## src/rtl/iobus_uart_tx_if.sv

```systemverilog
// ---------------------------------------------------------------------------
// iobus_uart_tx_if
// Purpose : MCU IOBUS slice used by the UART transmitter peripheral.
// Signals :
//   iobus_addr  32  bus address from the MCU
//   iobus_out   32  write data from the MCU
//   iobus_wr     1  write strobe, qualified by iobus_addr for one cycle
//   rd_data     32  status word returned to the wrapper's read mux
// Modports: master = MCU side, slave = peripheral side.
// ---------------------------------------------------------------------------
interface iobus_uart_tx_if;
  logic [31:0] iobus_addr;
  logic [31:0] iobus_out;
  logic        iobus_wr;
  logic [31:0] rd_data;

  modport master (output iobus_addr, output iobus_out, output iobus_wr, input rd_data);
  modport slave  (input iobus_addr, input iobus_out, input iobus_wr, output rd_data);
endinterface

```

## src/rtl/iobus_uart_tx.sv

```systemverilog
// ---------------------------------------------------------------------------
// iobus_uart_tx
// Purpose : Memory-mapped 8N1 UART transmitter. Bytes written to DATA_AD are
//           queued in a FIFO and shifted out LSB first on o_tx. A status word
//           is readable at STAT_AD; writing bit0=1 there clears the sticky
//           overflow flag.
// Ports   :
//   i_clk   in   1  MCU clock, all state updates on posedge
//   i_rst   in   1  synchronous active-high reset (aborts any frame in flight)
//   bus     slave   IOBUS address/write data/strobe in, status word out
//   o_tx    out  1  serial line, idle high, registered
// Status  : bit0 BUSY, bit1 EMPTY, bit2 FULL, bit3 OVF, bits[15:8] COUNT.
// FIFO_DEPTH must be a power of two in 2..256 so the pointers wrap naturally.
// ---------------------------------------------------------------------------
module iobus_uart_tx #(
  parameter int          CLK_HZ     = 50_000_000,
  parameter int          BAUD       = 115200,
  parameter int          FIFO_DEPTH = 16,
  parameter logic [31:0] DATA_AD    = 32'h1110_0000,
  parameter logic [31:0] STAT_AD    = 32'h1110_0004
) (
  input  logic            i_clk,
  input  logic            i_rst,
  iobus_uart_tx_if.slave  bus,
  output logic            o_tx
);

  localparam int DIV = (CLK_HZ + BAUD / 2) / BAUD;
  localparam int BW  = (DIV > 1) ? $clog2(DIV) : 1;
  localparam int AW  = (FIFO_DEPTH > 1) ? $clog2(FIFO_DEPTH) : 1;
  localparam logic [BW-1:0] BAUD_LAST = BW'(DIV - 1);
  localparam logic [8:0]    DEPTH     = 9'(FIFO_DEPTH);

  typedef enum logic [1:0] {S_IDLE, S_START, S_DATA, S_STOP} state_t;

  // FIFO storage and bookkeeping
  logic [7:0]    r_mem [FIFO_DEPTH];
  logic [AW-1:0] r_wr_ptr;
  logic [AW-1:0] r_rd_ptr;
  logic [8:0]    r_count;
  logic          r_ovf;

  // Serialiser
  state_t        r_state, w_state_next;
  logic [BW-1:0] r_baud, w_baud_next;
  logic [2:0]    r_bit, w_bit_next;
  logic [7:0]    r_shreg, w_shreg_next;
  logic          r_tx, w_tx;
  logic          w_pop;

  logic w_data_wr, w_stat_wr, w_empty, w_full, w_push, w_drop;
  logic [7:0] w_count_disp;
  logic w_unused;

  assign w_data_wr = bus.iobus_wr && (bus.iobus_addr == DATA_AD);
  assign w_stat_wr = bus.iobus_wr && (bus.iobus_addr == STAT_AD);
  assign w_empty   = (r_count == 9'd0);
  assign w_full    = (r_count == DEPTH);
  // A pop in the same cycle frees a slot, so a push into a full FIFO still lands.
  assign w_push    = w_data_wr && (!w_full || w_pop);
  assign w_drop    = w_data_wr && w_full && !w_pop;
  assign w_unused  = &{1'b0, bus.iobus_out[31:8]};

  // FSM state register and serialiser datapath
  always_ff @(posedge i_clk) begin
    if (i_rst) begin
      r_state <= S_IDLE;
      r_baud  <= '0;
      r_bit   <= '0;
      r_shreg <= '0;
      r_tx    <= 1'b1;
    end else begin
      r_state <= w_state_next;
      r_baud  <= w_baud_next;
      r_bit   <= w_bit_next;
      r_shreg <= w_shreg_next;
      r_tx    <= w_tx;
    end
  end

  // Next-state logic; the FIFO head is popped straight into the shift register
  // both from IDLE and at the end of STOP so consecutive frames abut.
  always_comb begin
    w_state_next = r_state;
    w_baud_next  = r_baud;
    w_bit_next   = r_bit;
    w_shreg_next = r_shreg;
    w_pop        = 1'b0;
    case (r_state)
      S_IDLE: begin
        if (!w_empty) begin
          w_pop        = 1'b1;
          w_shreg_next = r_mem[r_rd_ptr];
          w_baud_next  = BAUD_LAST;
          w_state_next = S_START;
        end
      end
      S_START: begin
        if (r_baud == '0) begin
          w_baud_next  = BAUD_LAST;
          w_bit_next   = 3'd0;
          w_state_next = S_DATA;
        end else begin
          w_baud_next = r_baud - BW'(1);
        end
      end
      S_DATA: begin
        if (r_baud == '0) begin
          w_baud_next  = BAUD_LAST;
          w_shreg_next = {1'b0, r_shreg[7:1]};
          if (r_bit == 3'd7) begin
            w_state_next = S_STOP;
          end else begin
            w_bit_next = r_bit + 3'd1;
          end
        end else begin
          w_baud_next = r_baud - BW'(1);
        end
      end
      S_STOP: begin
        if (r_baud == '0) begin
          if (!w_empty) begin
            w_pop        = 1'b1;
            w_shreg_next = r_mem[r_rd_ptr];
            w_baud_next  = BAUD_LAST;
            w_state_next = S_START;
          end else begin
            w_state_next = S_IDLE;
          end
        end else begin
          w_baud_next = r_baud - BW'(1);
        end
      end
      default: w_state_next = S_IDLE;
    endcase
  end

  // Line level follows the current state; registering it costs one cycle of
  // latency but keeps the pin glitch-free.
  always_comb begin
    w_tx = 1'b1;
    case (r_state)
      S_START: w_tx = 1'b0;
      S_DATA:  w_tx = r_shreg[0];
      default: w_tx = 1'b1;
    endcase
  end

  // FIFO storage: no reset so it maps onto RAM.
  always_ff @(posedge i_clk) begin
    if (w_push) begin
      r_mem[r_wr_ptr] <= bus.iobus_out[7:0];
    end
  end

  // FIFO pointers, occupancy and sticky overflow
  always_ff @(posedge i_clk) begin
    if (i_rst) begin
      r_wr_ptr <= '0;
      r_rd_ptr <= '0;
      r_count  <= '0;
      r_ovf    <= 1'b0;
    end else begin
      if (w_push) r_wr_ptr <= r_wr_ptr + AW'(1);
      if (w_pop)  r_rd_ptr <= r_rd_ptr + AW'(1);
      case ({w_push, w_pop})
        2'b10:   r_count <= r_count + 9'd1;
        2'b01:   r_count <= r_count - 9'd1;
        default: r_count <= r_count;
      endcase
      // Set has priority over a clear in the same cycle.
      if (w_drop) begin
        r_ovf <= 1'b1;
      end else if (w_stat_wr && bus.iobus_out[0]) begin
        r_ovf <= 1'b0;
      end
    end
  end

  // COUNT can reach 256 with the deepest FIFO; the 8-bit field saturates.
  assign w_count_disp = (r_count > 9'd255) ? 8'hFF : r_count[7:0];

  assign bus.rd_data = (bus.iobus_addr == STAT_AD)
                     ? {16'h0000, w_count_disp, 4'h0, r_ovf, w_full, w_empty, (r_state != S_IDLE)}
                     : 32'h0000_0000;

  assign o_tx = r_tx;

endmodule

```

## src/flat_wrapper.sv

```systemverilog
// flat-port wrapper written by rule: the top's interface ports become plain ports
module iobus_uart_tx_flat 
#(
  parameter int          CLK_HZ     = 50_000_000,
  parameter int          BAUD       = 115200,
  parameter int          FIFO_DEPTH = 16,
  parameter logic [31:0] DATA_AD    = 32'h1110_0000,
  parameter logic [31:0] STAT_AD    = 32'h1110_0004
)
  (i_clk, i_rst, o_tx, bus_iobus_addr, bus_iobus_out, bus_iobus_wr, bus_rd_data);
  iobus_uart_tx_if bus_i ();
  input  logic i_clk;
  input  logic i_rst;
  output logic o_tx;
  input wire logic [$bits(bus_i.iobus_addr)-1:0] bus_iobus_addr;
  input wire logic [$bits(bus_i.iobus_out)-1:0] bus_iobus_out;
  input wire logic [$bits(bus_i.iobus_wr)-1:0] bus_iobus_wr;
  output wire logic [$bits(bus_i.rd_data)-1:0] bus_rd_data;
  assign bus_i.iobus_addr = bus_iobus_addr;
  assign bus_i.iobus_out = bus_iobus_out;
  assign bus_i.iobus_wr = bus_iobus_wr;
  assign bus_rd_data = bus_i.rd_data;
  iobus_uart_tx #(.CLK_HZ(CLK_HZ), .BAUD(BAUD), .FIFO_DEPTH(FIFO_DEPTH), .DATA_AD(DATA_AD), .STAT_AD(STAT_AD)) u_core (.i_clk(i_clk), .i_rst(i_rst), .bus(bus_i), .o_tx(o_tx));
endmodule
```

## config.mk

```make
export PLATFORM = sky130hd
export DESIGN_NAME = iobus_uart_tx_flat
export DESIGN_NICKNAME = d
export VERILOG_FILES = /design/src/rtl/iobus_uart_tx_if.sv /design/src/rtl/iobus_uart_tx.sv /design/src/flat_wrapper.sv
export SDC_FILE = /design/constraint.sdc
export NUM_CORES = 1
export LEC_CHECK = 0
export BUFFER_PORTS_ARGS = -buffer_cell sky130_fd_sc_hd__buf_4
export CAP_MARGIN = 20
export CORE_MARGIN = 10
export CORE_UTILIZATION = 25
export CTS_CLUSTER_SIZE = 24
export DETAILED_ROUTE_END_ITERATION = 7
export REMOVE_ABC_BUFFERS = 1
export SLEW_MARGIN = 20
export SYNTH_ARGS = -nofsm -noshare
export SYNTH_HDL_FRONTEND = slang
export SYNTH_SLANG_ARGS = --single-unit
```

## constraint.sdc

```tcl
create_clock -name i_clk -period 4.1 [get_ports i_clk]
set_clock_uncertainty 0.05 [all_clocks]
set_input_delay 0.615 -clock i_clk [delete_from_list [all_inputs] [get_ports i_clk]]
set_output_delay 0.615 -clock i_clk [all_outputs]
set_load 0.02 [all_outputs]
```

==> impl_results.md <==
- Status: finished, final reports clean
- Critical R2R Launch: u_core.r_state[1]
- TritonCTS Buffers: 17
- Placed cell count: 1004
- Worst slew margin: 34.1%
- DR WL/cell: 15.7 um
- Crit path required time: 4.36 ns
- Post-route non-filler standard cell count: 1036
- Starting density of the core: 25.3%
- Drt pass-1 iters: 4
- Cells along the critical path: inv_1 -> ha_1 -> nor2b_1 -> a41oi_1 -> nor3_2 -> buf_4 -> ha_1 -> a21oi_1 -> o21ai_0 -> a2111oi_0 -> nor3_1 -> mux2i_1 -> mux2_1
- Hold Startpoint: u_core.r_shreg[3]
- CTS tree: done
- Multi-input logic area: 2800 um2
- Sequential-to-total area share from yosys stat: 61.3%
- Total of max-cap violations: 0
- Synth unique cells: 58
- Core region area: 30600 um2
- Port bufs: 55
- Area leader, netlist: edfxtp_1
- Worst Path Max Fanout: 10
- HPWL after DPL: 11200 um
- Warnings from Yosys: 0
- EDFF count, synth: 128
- H-tree levels: 4
- Area delta synth->final: 20.1%
- Reg2reg setup slack: 0.46 ns
- Final design utilization: 30.4%
- RSZ-0062 raised after global routing: no
- Final Slew Violations: 0
- Synth area leaders: edfxtp_1, dfxtp_1, mux4_2, nor2_1, ha_1
- Hold depth: 2
- #FFs+latches synth: 173
- Row count: 64
- Pleak: 3.19 nW
- Most frequent cell after synthesis: edfxtp_1
- Total Power: 6.01 mW
- Initial antenna violation count: 0
- Fill cell count: 3054
- Total grt overflow: 0
- CP Launch Point: u_core.r_state[1]
- Worst hold slack: 0.392 ns
- Synth top area share: 49.6%
- Placed Instance Area: 8690 um2
- Startpoint Class: flop
- Highest achievable clock rate: 0.275 GHz
- Global Route Usage Sum: 8.43%
- Part of the cycle the worst path needs: 88.7%
- Root buffer cell: clkbuf_16
- Register area: 4750 um2
- CTS Sinks: 173
- Clk_lat worst skew: 0.43 ns
- Layout Nets: 716
- Die area: 38400 um2
- WP data arrival: 3.90 ns
- Avg Inst Size Synth: 14.1 um2
- Worst slew pin tran: 0.979 ns
- Vias: 4666
- Pwr dens: 646 nW/um2
- Max rail drop VDD: 288 uV
- Setup CP Type: flop to flop
- Largest net degree at the start of global routing: 40
- Clock slew at reported path FFs: 0.08 ns
- Cell area after layout: 9310 um2
- Setup TNS: 0 ns
- First-pass GRT wire length: 25800 um
- Final WL: 16200 um
- Final setup vio count: 0
- Final hold viol count: 0
- Drt drc: 0
- CTS max path bufs: 2
- Post-Syn Area: 7750 um2
- Die width: 196 um
- Vias in the first global route: 4639
- FFs w/ async S/R, synth: 0%
- Die height: 196 um
- R2R Path End: u_core.r_count[8]
- Fin crit period: 3.64 ns
- Diode count: 0
- Worst path most repeated cell: ha_1
- Critical Path Sink Type: flop
- Hold path endpoint: u_core.r_shreg[3]
- Antenna-violating nets left: 0
- Top post-synthesis cells by count: edfxtp_1, nor2_1, dfxtp_1
- GPL Wtd Cong: 0.790
- DR iter-0 viols: 326
- Crit-path max cell delay: 0.43 ns
- Vias/cell: 4.50
- R2R depth: 13
- Num ports: 100
- Final setup margin: 0.462 ns
- Pre-CTS WS: 0.224 ns
- Worst path slowest cell: ha_1
- Synth Flop Type: edfxtp_1
- Worst min path class: flop to flop
- Layout cells sized above 1: 25.2%
- Gate Count Post-Synth: 550
report_power, final:
group | leakage [nW] | internal (mW) | switching [mW]
logic | 1.38 | 0.981 | 1.21
registers | 1.52 | 2.01 | 0.181
clock network | 0.290 | 0.831 | 0.794
total | 3.19 | 3.82 | 2.18
state kept, by name (all words and copies together) (netlist names), named ones only:
| signal | cells |
|---|---|
| u_core.o_tx | 1 |
| u_core.r_state | 2 |
| u_core.r_rd_ptr | 4 |
| u_core.r_ovf | 1 |
| u_core.r_shreg | 8 |
| u_core.r_count | 9 |
| u_core.r_wr_ptr | 4 |
| u_core.r_mem | 128 |
| u_core.r_baud | 9 |
| u_core.r_bit | 3 |
critical path: cells and delay by family, from the launching register on:
kind | cells | cell delay, ns
AOI/OAI and AO/OA | 4 | 0.87
muxes | 2 | 0.54
and+or+nand+nor | 3 | 0.63
DFF | 1 | 0.41
adders and majority gates | 2 | 0.70
buffers and inverters | 2 | 0.33
repair_timing:
item | CTS | global route
setup endpoints to repair | 0 | 1
setup buffers | 0 | 0
resized for setup | 0 | 1
hold buffers | 0 | 0
placed cells by master, fill, tap and decap left out, types with 11 or more instances in the layout:
cell type | synthesis | routed
a21oi_1 | 18 | 18
buf_4 | 20 | 81
clkbuf_16 | 0 | 17
conb_1 | 1 | 20
dfxtp_1 | 45 | 44
edfxtp_1 | 128 | 128
ha_1 | 21 | 21
inv_1 | 11 | 11
mux2i_1 | 12 | 12
mux4_2 | 39 | 39
nand2_1 | 28 | 28
nor2_1 | 74 | 74
nor3_1 | 18 | 17
o21ai_0 | 12 | 12
final cells by class:
type	count	share of cell area (%)
Timing Repair Buffer	81	6.53
Clock inverter	15	2.03
Multi-Input combinational cell	343	30.1
Inverter	11	0.444
Tap cell	396	5.32
Sequential cell	173	51.0
Clock buffer	17	4.57
worst max-delay path by stage:
stage / endpoint / cells past startpoint
2_1_floorplan: u_core.r_count[8] / 12
3_3_place_gp: u_core.r_count[8] / 13
3_5_place_dp: u_core.r_count[8] / 13
4_1_cts: u_core.r_count[8] / 13
5_1_grt: u_core.r_count[8] / 13
6_report: u_core.r_count[8] / 13
cells by family after synthesis:
| family | count (synthesis) | synth area share [%] |
|---|---|---|
| DFF | 173 | 61.3 |
| and+or+nand+nor | 164 | 10.1 |
| AOI/OAI and AO/OA | 69 | 6.36 |
| muxes | 54 | 13.5 |
| buffers and inverters | 53 | 3.57 |
| adders and majority gates | 22 | 3.65 |
| xor gates and xnor gates | 14 | 1.58 |
| other | 1 | 0.0484 |
routing by layer:
metal,vias up,part of all wire [%],global-route usage (%)
met2,94,48,13.4
met4,0,0.71,2.12
li1,2228,-,-
met3,11,4.8,2.47
met5,-,0,0
met1,2333,47,11.0
No activity file was read; power rests on OpenSTA's default activity.
